===== src/rtl/demux1x2_reg_pkg.sv =====
// Shared definitions for demux1x2_reg: FSM state encodings and the default data width.
package demux1x2_reg_pkg;

  typedef enum logic [1:0] {
    OCIOSO  = 2'b00,
    ESCREVE = 2'b01,
    PRONTO  = 2'b10
  } estado_t;

  localparam int LARGURA_PADRAO = 4;

endpackage


===== src/rtl/demux1x2_reg_registrador_n.sv =====
// Generic N-bit register with synchronous clear (dominant) and load enable.
module registrador_n
  import demux1x2_reg_pkg::*;
#(
  parameter int LARGURA = LARGURA_PADRAO
) (
  input  logic               clk_i,
  input  logic               clr_i,
  input  logic               en_i,
  input  logic [LARGURA-1:0] d_i,
  output logic [LARGURA-1:0] q_o
);

  logic [LARGURA-1:0] q_q;

  always_ff @(posedge clk_i) begin
    if (clr_i) begin
      q_q <= '0;
    end else if (en_i) begin
      q_q <= d_i;
    end
  end

  assign q_o = q_q;

endmodule


===== src/rtl/demux1x2_reg.sv =====
// Registered 1-to-2 demultiplexer driven by a three-state load FSM.
// Optional macro DEMUX_PINGPONG_EN: ignore SEL and alternate destinations OUT0, OUT1, ...
module demux1x2_reg
  import demux1x2_reg_pkg::*;
#(
  parameter int LARGURA = LARGURA_PADRAO
) (
  input  logic               clock,
  input  logic               reset,
  input  logic [LARGURA-1:0] D,
  input  logic               SEL,
  input  logic               carrega,
  input  logic               limpa,
  output logic [LARGURA-1:0] OUT0,
  output logic [LARGURA-1:0] OUT1,
  output logic               valido0,
  output logic               valido1,
  output logic               ocupado,
  output logic               pronto,
  output logic [3:0]         contagem
);

  estado_t            estado_q, estado_d;
  logic [LARGURA-1:0] dado_q;
  logic               destino;
  logic               aceita;
  logic               escreve;
  logic               limpa_tudo;
  logic               valido0_q, valido1_q;
  logic [3:0]         contagem_q;

  // reset dominates limpa, limpa dominates any FSM activity
  assign limpa_tudo = reset | limpa;
  assign aceita     = (estado_q == OCIOSO) && carrega && !limpa;
  assign escreve    = (estado_q == ESCREVE) && !limpa;

  always_ff @(posedge clock) begin
    if (reset) begin
      estado_q <= OCIOSO;
    end else begin
      estado_q <= estado_d;
    end
  end

  always_comb begin
    estado_d = OCIOSO;
    if (!limpa) begin
      case (estado_q)
        OCIOSO:  estado_d = carrega ? ESCREVE : OCIOSO;
        ESCREVE: estado_d = PRONTO;
        PRONTO:  estado_d = OCIOSO;
        default: estado_d = OCIOSO;
      endcase
    end
  end

`ifdef DEMUX_PINGPONG_EN
  logic alterna_q;

  always_ff @(posedge clock) begin
    if (reset) begin
      dado_q <= '0;
    end else if (aceita) begin
      dado_q <= D;
    end
  end

  // destination is fixed for the whole write; it flips only once the write lands
  always_ff @(posedge clock) begin
    if (limpa_tudo) begin
      alterna_q <= 1'b0;
    end else if (escreve) begin
      alterna_q <= ~alterna_q;
    end
  end

  assign destino = alterna_q;
`else
  logic sel_q;

  always_ff @(posedge clock) begin
    if (reset) begin
      dado_q <= '0;
      sel_q  <= 1'b0;
    end else if (aceita) begin
      dado_q <= D;
      sel_q  <= SEL;
    end
  end

  assign destino = sel_q;
`endif

  registrador_n #(.LARGURA(LARGURA)) u_reg_out0 (
    .clk_i (clock),
    .clr_i (limpa_tudo),
    .en_i  (escreve && !destino),
    .d_i   (dado_q),
    .q_o   (OUT0)
  );

  registrador_n #(.LARGURA(LARGURA)) u_reg_out1 (
    .clk_i (clock),
    .clr_i (limpa_tudo),
    .en_i  (escreve && destino),
    .d_i   (dado_q),
    .q_o   (OUT1)
  );

  always_ff @(posedge clock) begin
    if (limpa_tudo) begin
      valido0_q  <= 1'b0;
      valido1_q  <= 1'b0;
      contagem_q <= 4'd0;
    end else if (escreve) begin
      valido0_q  <= valido0_q | !destino;
      valido1_q  <= valido1_q | destino;
      contagem_q <= contagem_q + 4'd1;
    end
  end

  assign valido0  = valido0_q;
  assign valido1  = valido1_q;
  assign contagem = contagem_q;
  assign ocupado  = (estado_q == ESCREVE) || (estado_q == PRONTO);
  assign pronto   = (estado_q == PRONTO);

endmodule

===== config.mk =====
export PLATFORM = sky130hd
export DESIGN_NAME = demux1x2_reg
export DESIGN_NICKNAME = d
export VERILOG_FILES = /design/src/rtl/demux1x2_reg_pkg.sv /design/src/rtl/demux1x2_reg_registrador_n.sv /design/src/rtl/demux1x2_reg.sv
export SDC_FILE = /design/constraint.sdc
export NUM_CORES = 1
export LEC_CHECK = 0
export ABC_AREA = 1
export BUFFER_PORTS_ARGS = -buffer_cell sky130_fd_sc_hd__clkbuf_2
export CAP_MARGIN = 40
export CORE_UTILIZATION = 48
export DETAILED_ROUTE_END_ITERATION = 6
export PLACE_DENSITY = 0.75
export SYNTH_ARGS = -nofsm -noshare
export SYNTH_HDL_FRONTEND = slang
export SYNTH_SLANG_ARGS = --single-unit

===== constraint.sdc =====
create_clock -name clock -period 1.6 [get_ports clock]
set_clock_uncertainty 0.15 [all_clocks]
set_input_delay 0.16 -clock clock [delete_from_list [all_inputs] [get_ports clock]]
set_output_delay 0.16 -clock clock [all_outputs]
set_load 0.005 [all_outputs]

After elaboration in Yosys (flattened, before gate mapping)
Cells that the tools add are included.
Storage, ports and cells
  bits in registers: 21
  word-level logic and storage cells: 26
  input port bits: 9
  output and inout port bits: 16
Cells by class
  add/subtract/negate cells: 1
  equality and inequality tests: 2
  mux-type cells: 2
  bitwise logic cells: 3
  reductions and logical operators: 10
Operator list (number)
  $logic_and A1 B1 Y1: 5
  $add A4 B1 Y4 const B: 1
  $pmux W2 S2: 1
  $or A1 B1 Y1: 3
  $eq A2 B1 Y1 const B: 1
  $eq A2 B2 Y1 const B: 1
  $logic_not A1 Y1: 2
  $logic_not A2 Y1: 1
  $reduce_or A2 Y1: 1
  $logic_or A1 B1 Y1: 1
  $mux W1: 1

Depth between registers and ports, before layout
Gate-level depths: netlist (run 1).
  depth in word-level cells: 3
  mapped depth: 8
  gate-level depth less buffers: 8

By module
From an unflattened synthesis (run 1), not the netlist that was laid out.
Second synthesis, totals
  cell total of the unflattened synthesis: 122
  area total of the unflattened synthesis: 910.9 um^2
By module, submodules not included
  demux1x2_reg: times used 1, cells each 70, area each 565.5 um^2, sequential area each 260.2 um^2
  registrador_n: times used 2, cells each 26, area each 172.7 um^2, sequential area each 80.1 um^2

Least setup slack after synthesis (run 1)
Ideal clock, no wire load.
  path kind: register to register
  start point: register estado_q[1]
  end point: register contagem_q[2] (netlist: contagem[2])
  data arrival time: 1026 ps
  stages on the path, launching flop included: 9
  clock period less this slack: 1288 ps
  setup time: 112 ps
  buffers on the path: 1
  path slack: 312 ps
  cell sequence: dfxtp_1 -> inv_1 -> ha_1 -> inv_2 -> nor2_4 -> buf_6 -> nand3_1 -> nand2_1 -> nor2_1
Between the ends
  word-level cells in the longest chain between the ends: 2
Ends and longest elaborated chain
  start, declared: line demux1x2_reg.sv:23  | estado_t estado_q, estado_d;
  start signal, assigned: line demux1x2_reg.sv:41  | estado_q <= estado_d;
  $eq A2 B1 Y1: line demux1x2_reg.sv:35  | assign escreve = (estado_q == ESCREVE) && !limpa;
  $logic_and A1 B1 Y1: line demux1x2_reg.sv:35
  end signal, assigned: line demux1x2_reg.sv:118  | contagem_q <= contagem_q + 4'd1;
  end, declared: line demux1x2_reg.sv:30  | logic [3:0] contagem_q;
Every way passes these cells.
A chain may end at the register's enable or synchronous reset.

Final worst setup path (run 1)
  start point: register estado_q[1]
  end point: register u_reg_out1.q_q[3] (netlist: u_reg_out1.q_o[3])
Between the ends
  word-level cells in the longest chain between the ends: 3
Ends and longest elaborated chain
  $eq A2 B1 Y1: line demux1x2_reg.sv:35
  $logic_and A1 B1 Y1: line demux1x2_reg.sv:35
  $logic_and A1 B1 Y1: line demux1x2_reg.sv:105  | .en_i (escreve && destino),
  end signal, assigned: line demux1x2_reg_registrador_n.sv:20  | q_q <= d_i;
  end, declared: line demux1x2_reg_registrador_n.sv:14  | logic [LARGURA-1:0] q_q;
Every way passes these cells.

==> results.yml, run 1 <==
logic_synthesis:
  ys_ff_latch: 21
  synth_area_leaders: "dfxtp_1 50%, nor2_1 8.0%, ha_1 7.5%, nand2_1 6.7%, a21oi_1 6.6%"
  syn_nets: 118
  netlist_instances: 104
  synth.distinct_cells: 13
  ys_warn_count: 0
  synth_xor_area_share_pct: 1.04
  yosysTopAreaCell: "dfxtp_1"
  netlist.area_leader.share_pct: 50.1
  synth_top_family_by_area: "simple AND/OR/NAND/NOR gates"
  synthMuxAreaShare_pct: 0
  syn_area_um2: 840
  synth_seq_area_share_pct: 50.1
  yosys.area_share.simple_pct: 23.2
  synth-compound-area-share_pct: 10.1
  avgSynthCellArea_um2: 8.07
  synthAdderAreaFrac_pct: 7.45
final_layout:
  finish.net_count: 155
  final_common_cell: "clkbuf_2"
  mostFrequentLayoutCells: "24 x clkbuf_2, 21 x dfxtp_1, 18 x nor2_1"
  insertedDiodeCount: 0
  drive_gt1_share_pct: 24.3
  synthToLayoutAreaGrowth_pct: 28.0
pwr:
  ir_drop_uv: 492
  p_leak_nw: 0.464
  p_per_area_mw_per_mm2: 816
floorplan:
  rows: 14
  die_w_um: 43.8
  core_mm2: 0.00158
  die_height_um: 43.8
  start_util_pct: 53.3
  dieArea_mm2: 0.00192
  io_pins: 25
timing:
  fin_crit_sh_pct: 92.3
  tns_ns: 0
  timing.final.ws_setup_ns: 0.123
  fmax_mhz: 677
  period_needed_ns: 1.48
  tightest_slew_ns: 0.374
  setup_viol: 0
  report.final.slew_viol_count: 0
  holdWs_ns: 0.0491
  rsz0062_at_grt: "false"
  hold_viol: 0
  slew_headroom_pct: 75.0
setup_path:
  cp-end-kind: "register"
  worstPathArrival_ns: 1.57
  path_class: "reg -> reg"
  cp-start-kind: "register"
  path_max_fanout: 6
  cp.required_ns: 1.69
placement:
  dp_slack_ns: 0.0734
  dp_hpwl_mm: 1.09
  port-buffer-count: 24
  gp_congestion: 0.730
detailed_routing:
  route.antenna.remaining_nets: 0
  wire_per_inst_um: 10.6
  vias_per_cell: 4.84
  wirelength_mm: 1.65
  dr_total_vias: 755
  drtPass1Iterations: 6
  drc: 1
  drt_iter0_drc: 12
clocking:
  clockBufferDepth: 2
  clock_latency_ns: 0.30
  cts.clk_slew.worst_paths_ns: 0.11
  cts_root_buf: "clkbuf_4"
  htreeDepth: 1
  cts_tree: "built"
  cts_made_buffers: 3
  cts.sinks: 21
global_route:
  grt_pass1_wl_mm: 2.73
  grt_max_degree: 15
  antenna_found_initial: 0
  grt_overflow_total: 0
  grt_pass1_vias: 667
  track_usage_pct: 19.8
status:
  violations: "DRC"
  status: "complete, but fails checks"
job:
  drv_cap: 0
min_path:
  hold_path.class: "in -> reg"
what timing repair did:
item	in CTS	in global routing
endpoints found under the hold margin	7	0
endpoints found under the setup margin	0	10
setup buffers	0	3
gates resized for setup	0	1
hold buffers	6	0
report_power, final:
part	switching [mW]	total, mW	leakage (nW)	internal [mW]
clock network	0.157	0.254	0.0150	0.0973
logic	0.0408	0.0766	0.279	0.0358
registers	0.0113	0.546	0.170	0.535
total	0.209	0.877	0.464	0.668
per-layer routing:
layer,routed length (um),vias up,track usage (%)
li1,-,407,-
met1,780,324,23.3
met2,776,19,32.5
met3,56,5,5.00
met4,36,0,11.3
met5,0,-,0
registers in the layout, summed over array words and instances (netlist names):
register,flops
destino,1
contagem,4
u_reg_out0.q_o,4
valido0,1
valido1,1
estado_q,2
u_reg_out1.q_o,4
dado_q,4
critical path: stages, from the launching register on:
cell and delay (ns):
dfxtp_1 0.33, inv_1 0.10, ha_2 0.22, inv_2 0.07
nor2_4 0.18, buf_4 0.15, nand3_1 0.07, a21oi_1 0.15
through the flow:
step | instance area, um^2 | std cells | power, mW | utilization [%]
2_1_floorplan | 840 | 104 | 0.597 | -
3_3_place_gp | 957 | 142 | 0.615 | 60.7
3_5_place_dp | 957 | 142 | 0.617 | 60.7
4_1_cts | 1040 | 152 | 0.873 | 66.2
5_1_grt | 1070 | 156 | 0.922 | 68.2
6_report | 1070 | 156 | 0.877 | 68.2
cell families after synthesis:
family | Yosys count
AOI/OAI and AO/OA | 17
and+or+nand+nor | 46
xor gates and xnor gates | 1
DFF | 21
buffers and inverters | 14
adders and majority gates | 5
cell type report:
class                   count  area (um^2)
repair buffers             33          203
fillers                   140          502
multi-input cells          70          360
inverters                  12         45.0
flip-flops and latches     21          420
well taps                  16         20.0
clock buffers               4         26.3
path summary, 6_finish.rpt:
check             slack, ns              startpoint  cells past startpoint                             end
hold reg to reg        0.31    valido0$_SDFFE_PP0P_                      2            valido0$_SDFFE_PP0P_
setup reg to reg       0.12  estado_q[1]$_SDFF_PP0_                      7  u_reg_out1.q_o[3]$_SDFFE_PP0P_
setup / recovery       0.12  estado_q[1]$_SDFF_PP0_                      7  u_reg_out1.q_o[3]$_SDFFE_PP0P_
hold / removal         0.05                   limpa                      3        contagem[1]$_SDFFE_PP0P_
cells in the mapped netlist:
master,count
dfxtp_1,21
nor2_1,18
nand2_1,15
a21oi_1,11
inv_1,11
nand3_1,11
o21ai_0,6
ha_1,5
buf_6,2
inv_2,1
nor2_4,1
nor3_1,1
xnor2_1,1
Power figures use the tool's default switching activity.
==> inputs of run 2 (changes only) <==
--- a/constraint.sdc
+++ b/constraint.sdc
@@ -3,3 +3,3 @@
 set_input_delay 0.16 -clock clock [delete_from_list [all_inputs] [get_ports clock]]
 set_output_delay 0.16 -clock clock [all_outputs]
-set_load 0.005 [all_outputs]
+set_load 0.1 [all_outputs]
==> results.yml, run 2 (synthesis results as in run 1) <==
final_layout:
  nFillCells: 136
  drive_gt1_share_pct: 27.1
  fin_util_pct: 70.3
  final_common_cell: "clkbuf_2"
  mostFrequentLayoutCells: "22 x clkbuf_2, 18 x nor2_1, 17 x dfxtp_1"
  insertedDiodeCount: 0
  synthToLayoutAreaGrowth_pct: 32.0
  fin_area_mm2: 0.00111
  finish.net_count: 155
  instances_no_fill: 156
detailed_routing:
  wirelength_mm: 1.72
  wire_per_inst_um: 11.0
  drt_iter0_drc: 13
  route.antenna.remaining_nets: 0
  drtPass1Iterations: 7
  dr_total_vias: 751
  vias_per_cell: 4.81
  drc: 1
timing:
  period_needed_ns: 1.53
  fin_crit_sh_pct: 95.4
  tightest_slew_ns: 0.544
  holdWs_ns: 0.0534
  report.final.slew_viol_count: 0
  setup_viol: 0
  fmax_mhz: 655
  slew_headroom_pct: 63.9
  rsz0062_at_grt: "false"
  timing.final.ws_setup_ns: 0.0741
  hold_viol: 0
  tns_ns: 0
setup_path:
  cp.required_ns: 1.29
  path_max_fanout: 3
  cp-end-kind: "output pin"
  path_class: "reg -> out"
  cp-start-kind: "register"
  rr_startpoint: "estado_q[1]$_SDFF_PP0_"
  worstPathArrival_ns: 1.22
  worstSetupStartpoint: "estado_q[1]$_SDFF_PP0_"
status:
  status: "complete, but fails checks"
  violations: "DRC"
placement:
  port-buffer-count: 24
  placed_cell_area_um2: 991
  dp_slack_ns: 0.0435
  gp_congestion: 0.750
  dp.cells: 142
  dp_hpwl_mm: 1.16
floorplan:
  start_util_pct: 53.3
  rows: 14
  io_pins: 25
  die_height_um: 43.8
  dieArea_mm2: 0.00192
  core_mm2: 0.00158
  die_w_um: 43.8
pwr:
  p_leak_nw: 0.477
  ir_drop_uv: 575
  p_total_mw: 0.908
  p_per_area_mw_per_mm2: 819
clocking:
  cts_tree: "built"
  cts.clk_slew.worst_paths_ns: 0.11
  cts_root_buf: "clkbuf_4"
  clockBufferDepth: 2
  htreeDepth: 1
  cts_made_buffers: 3
  clock_latency_ns: 0.30
  cts.sinks: 21
global_route:
  grt_max_degree: 15
  grt_pass1_vias: 659
  grt_overflow_total: 0
  track_usage_pct: 19.1
  antenna_found_initial: 0
  grt_pass1_wl_mm: 2.73
min_path:
  hold_path.class: "in -> reg"
  worstHoldStart: "limpa"
job:
  drv_cap: 0
## run 2: worst paths after layout
| path | end | slack [ns] | depth (start not counted) |
|---|---|---|---|
| setup / recovery | ocupado | 0.07 | 3 |
| hold / removal | contagem[1]$_SDFFE_PP0P_ | 0.05 | 3 |
| setup reg to reg | u_reg_out1.q_o[2]$_SDFFE_PP0P_ | 0.11 | 7 |
| hold reg to reg | valido0$_SDFFE_PP0P_ | 0.31 | 2 |
## run 2: power breakdown
| group | leakage, nW | switching [mW] | internal, mW | total (mW) |
|---|---|---|---|---|
| clock network | 0.0177 | 0.158 | 0.0929 | 0.251 |
| registers | 0.172 | 0.0113 | 0.535 | 0.546 |
| logic | 0.287 | 0.0691 | 0.0417 | 0.111 |
## run 2: metal layers
metal | up-vias | global-route usage (%) | share of wire, %
li1 | 402 | - | -
met1 | 326 | 23.1 | 46
met2 | 21 | 34.0 | 50
met3 | 2 | 3.75 | 3.4
met4 | 0 | 5.63 | 0.64
met5 | - | 0 | 0
## run 2: layout make-up
cell class              count  area [um^2]  share of cell area, %
flip-flops and latches     21          425                   38.4
multi-input cells          70          358                   32.3
repair buffers             33          233                   21.0
inverters                  12         45.0                   4.06
clock buffers               3         22.5                   2.03
well taps                  16         20.0                   1.81
clock inverters             1         5.00                  0.451
## run 2: timing repair
item / 4_1_cts / 5_1_grt
setup endpoints to repair: 0 / 11
endpoints found under the hold margin: 7 / 0
gates resized for setup: 0 / 1
hold buffers: 6 / 0
setup buffers: 0 / 3
## run 2: worst max-delay path: stages (launching register included)
cell     delay (ns)
dfxtp_1        0.35
inv_1          0.08
ha_1           0.32
buf_12         0.18
==> inputs of run 3 (changes only) <==
Settings changed: CORE_ASPECT_RATIO from default to 1.1.
==> results.yml, run 3 (synthesis results as in run 1) <==
job:
  drv_cap: 0
min_path:
  hold_path.class: "in -> reg"
  worstHoldStart: "limpa"
detailed_routing:
  dr_total_vias: 745
  vias_per_cell: 4.81
  drt_iter0_drc: 11
  drc: 0
  route.antenna.remaining_nets: 0
  wirelength_mm: 1.59
  drtPass1Iterations: 4
  wire_per_inst_um: 10.2
placement:
  port-buffer-count: 24
  dp.cells: 145
  dp_hpwl_mm: 1.18
  gp_congestion: 0.698
final_layout:
  finish.net_count: 153
  synthToLayoutAreaGrowth_pct: 30.6
  mostFrequentLayoutCells: "22 x clkbuf_2, 18 x nor2_1, 17 x dfxtp_1"
  fin_util_pct: 68.7
  final_common_cell: "clkbuf_2"
  drive_gt1_share_pct: 26.1
  insertedDiodeCount: 0
  instances_no_fill: 155
floorplan:
  io_pins: 25
  rows: 15
  die_height_um: 45.9
  start_util_pct: 52.6
  core_mm2: 0.00160
  die_w_um: 41.9
  dieArea_mm2: 0.00192
clocking:
  clockBufferDepth: 2
  cts.sinks: 21
  cts_tree: "built"
  postCtsSetupRepairBufs: 0
  cts.clk_slew.worst_paths_ns: 0.11
  clock_latency_ns: 0.30
  cts_root_buf: "clkbuf_4"
  cts_made_buffers: 3
  htreeDepth: 1
timing:
  slew_headroom_pct: 63.6
  setup_viol: 0
  fmax_mhz: 651
  tightest_slew_ns: 0.549
  tns_ns: 0
  rsz0062_at_grt: "false"
  report.final.slew_viol_count: 0
  hold_viol: 0
  fin_crit_sh_pct: 96.0
  period_needed_ns: 1.54
setup_path:
  worstPathArrival_ns: 1.23
  rr_startpoint: "estado_q[1]$_SDFF_PP0_"
  cp.required_ns: 1.29
  path_max_fanout: 3
  path_class: "reg -> out"
  cp-end-kind: "output pin"
  cp-start-kind: "register"
  worstSetupStartpoint: "estado_q[1]$_SDFF_PP0_"
global_route:
  grt_pass1_wl_mm: 2.57
  track_usage_pct: 17.9
  grt_overflow_total: 0
  grt_max_degree: 14
  antenna_found_initial: 0
  grt_pass1_vias: 653
status:
  status: "finished, final reports clean"
pwr:
  p_leak_nw: 0.471
  ir_drop_uv: 553
  p_per_area_mw_per_mm2: 827
## run 3: cell count changes in the layout (fill, tap and decap cells not counted)
cell | before | now
nor2_2 | 1 | 0
buf_4 | 3 | 2
## run 3: worst paths after layout
| kind | end | slack, ns | depth (start not counted) |
|---|---|---|---|
| min | contagem[1]$_SDFFE_PP0P_ | 0.02 | 3 |
| min reg2reg | valido0$_SDFFE_PP0P_ | 0.31 | 2 |
| max reg2reg | u_reg_out0.q_o[1]$_SDFFE_PP0P_ | 0.19 | 7 |
| max | ocupado | 0.06 | 3 |
## run 3: report_power, final
part	switching (mW)	internal, mW
clock	0.160	0.0932
combinational	0.0663	0.0404
sequential	0.0114	0.535
## run 3: critical path, stage by stage (launching register included)
cell and delay [ns]:
dfxtp_1 0.35, inv_1 0.07, ha_1 0.32, buf_12 0.18
## run 3: per-layer routing
layer | routed length [um] | GRT usage (%) | share of wire [%] | vias to the layer above
met5 | 0 | 0 | 0 | -
met4 | 27 | 9.68 | 1.7 | 0
met3 | 49 | 3.57 | 3.1 | 4
met2 | 815 | 33.4 | 51 | 18
met1 | 695 | 19.2 | 44 | 324
li1 | - | - | - | 399
## run 3: what timing repair did
item	CTS	global route
hold buffers	6	0
setup endpoints to repair	0	1
endpoints found under the hold margin	7	0
resized for setup	0	1
## run 3: per-stage QoR
step	hold WS [ns]	cell area (um^2)	total power [mW]	setup WS, ns
after floorplan	0.0824	843	0.625	0.0605
after global placement	0.211	1010	0.651	0.256
after detailed placement	0.216	1010	0.653	0.202
after CTS	0.0126	1090	0.915	0.00729
after global routing	0.0289	1100	0.942	0.0153
final	0.0196	1100	0.907	0.0632
## run 3: area by class of cell
type	instances	area [um^2]
Fill cell	138	499
Sequential cell	21	425
Multi-Input combinational cell	69	352
Timing Repair Buffer	32	225
Inverter	12	45.0
Clock buffer	3	22.5
Tap cell	17	21.3
Clock inverter	1	5.00
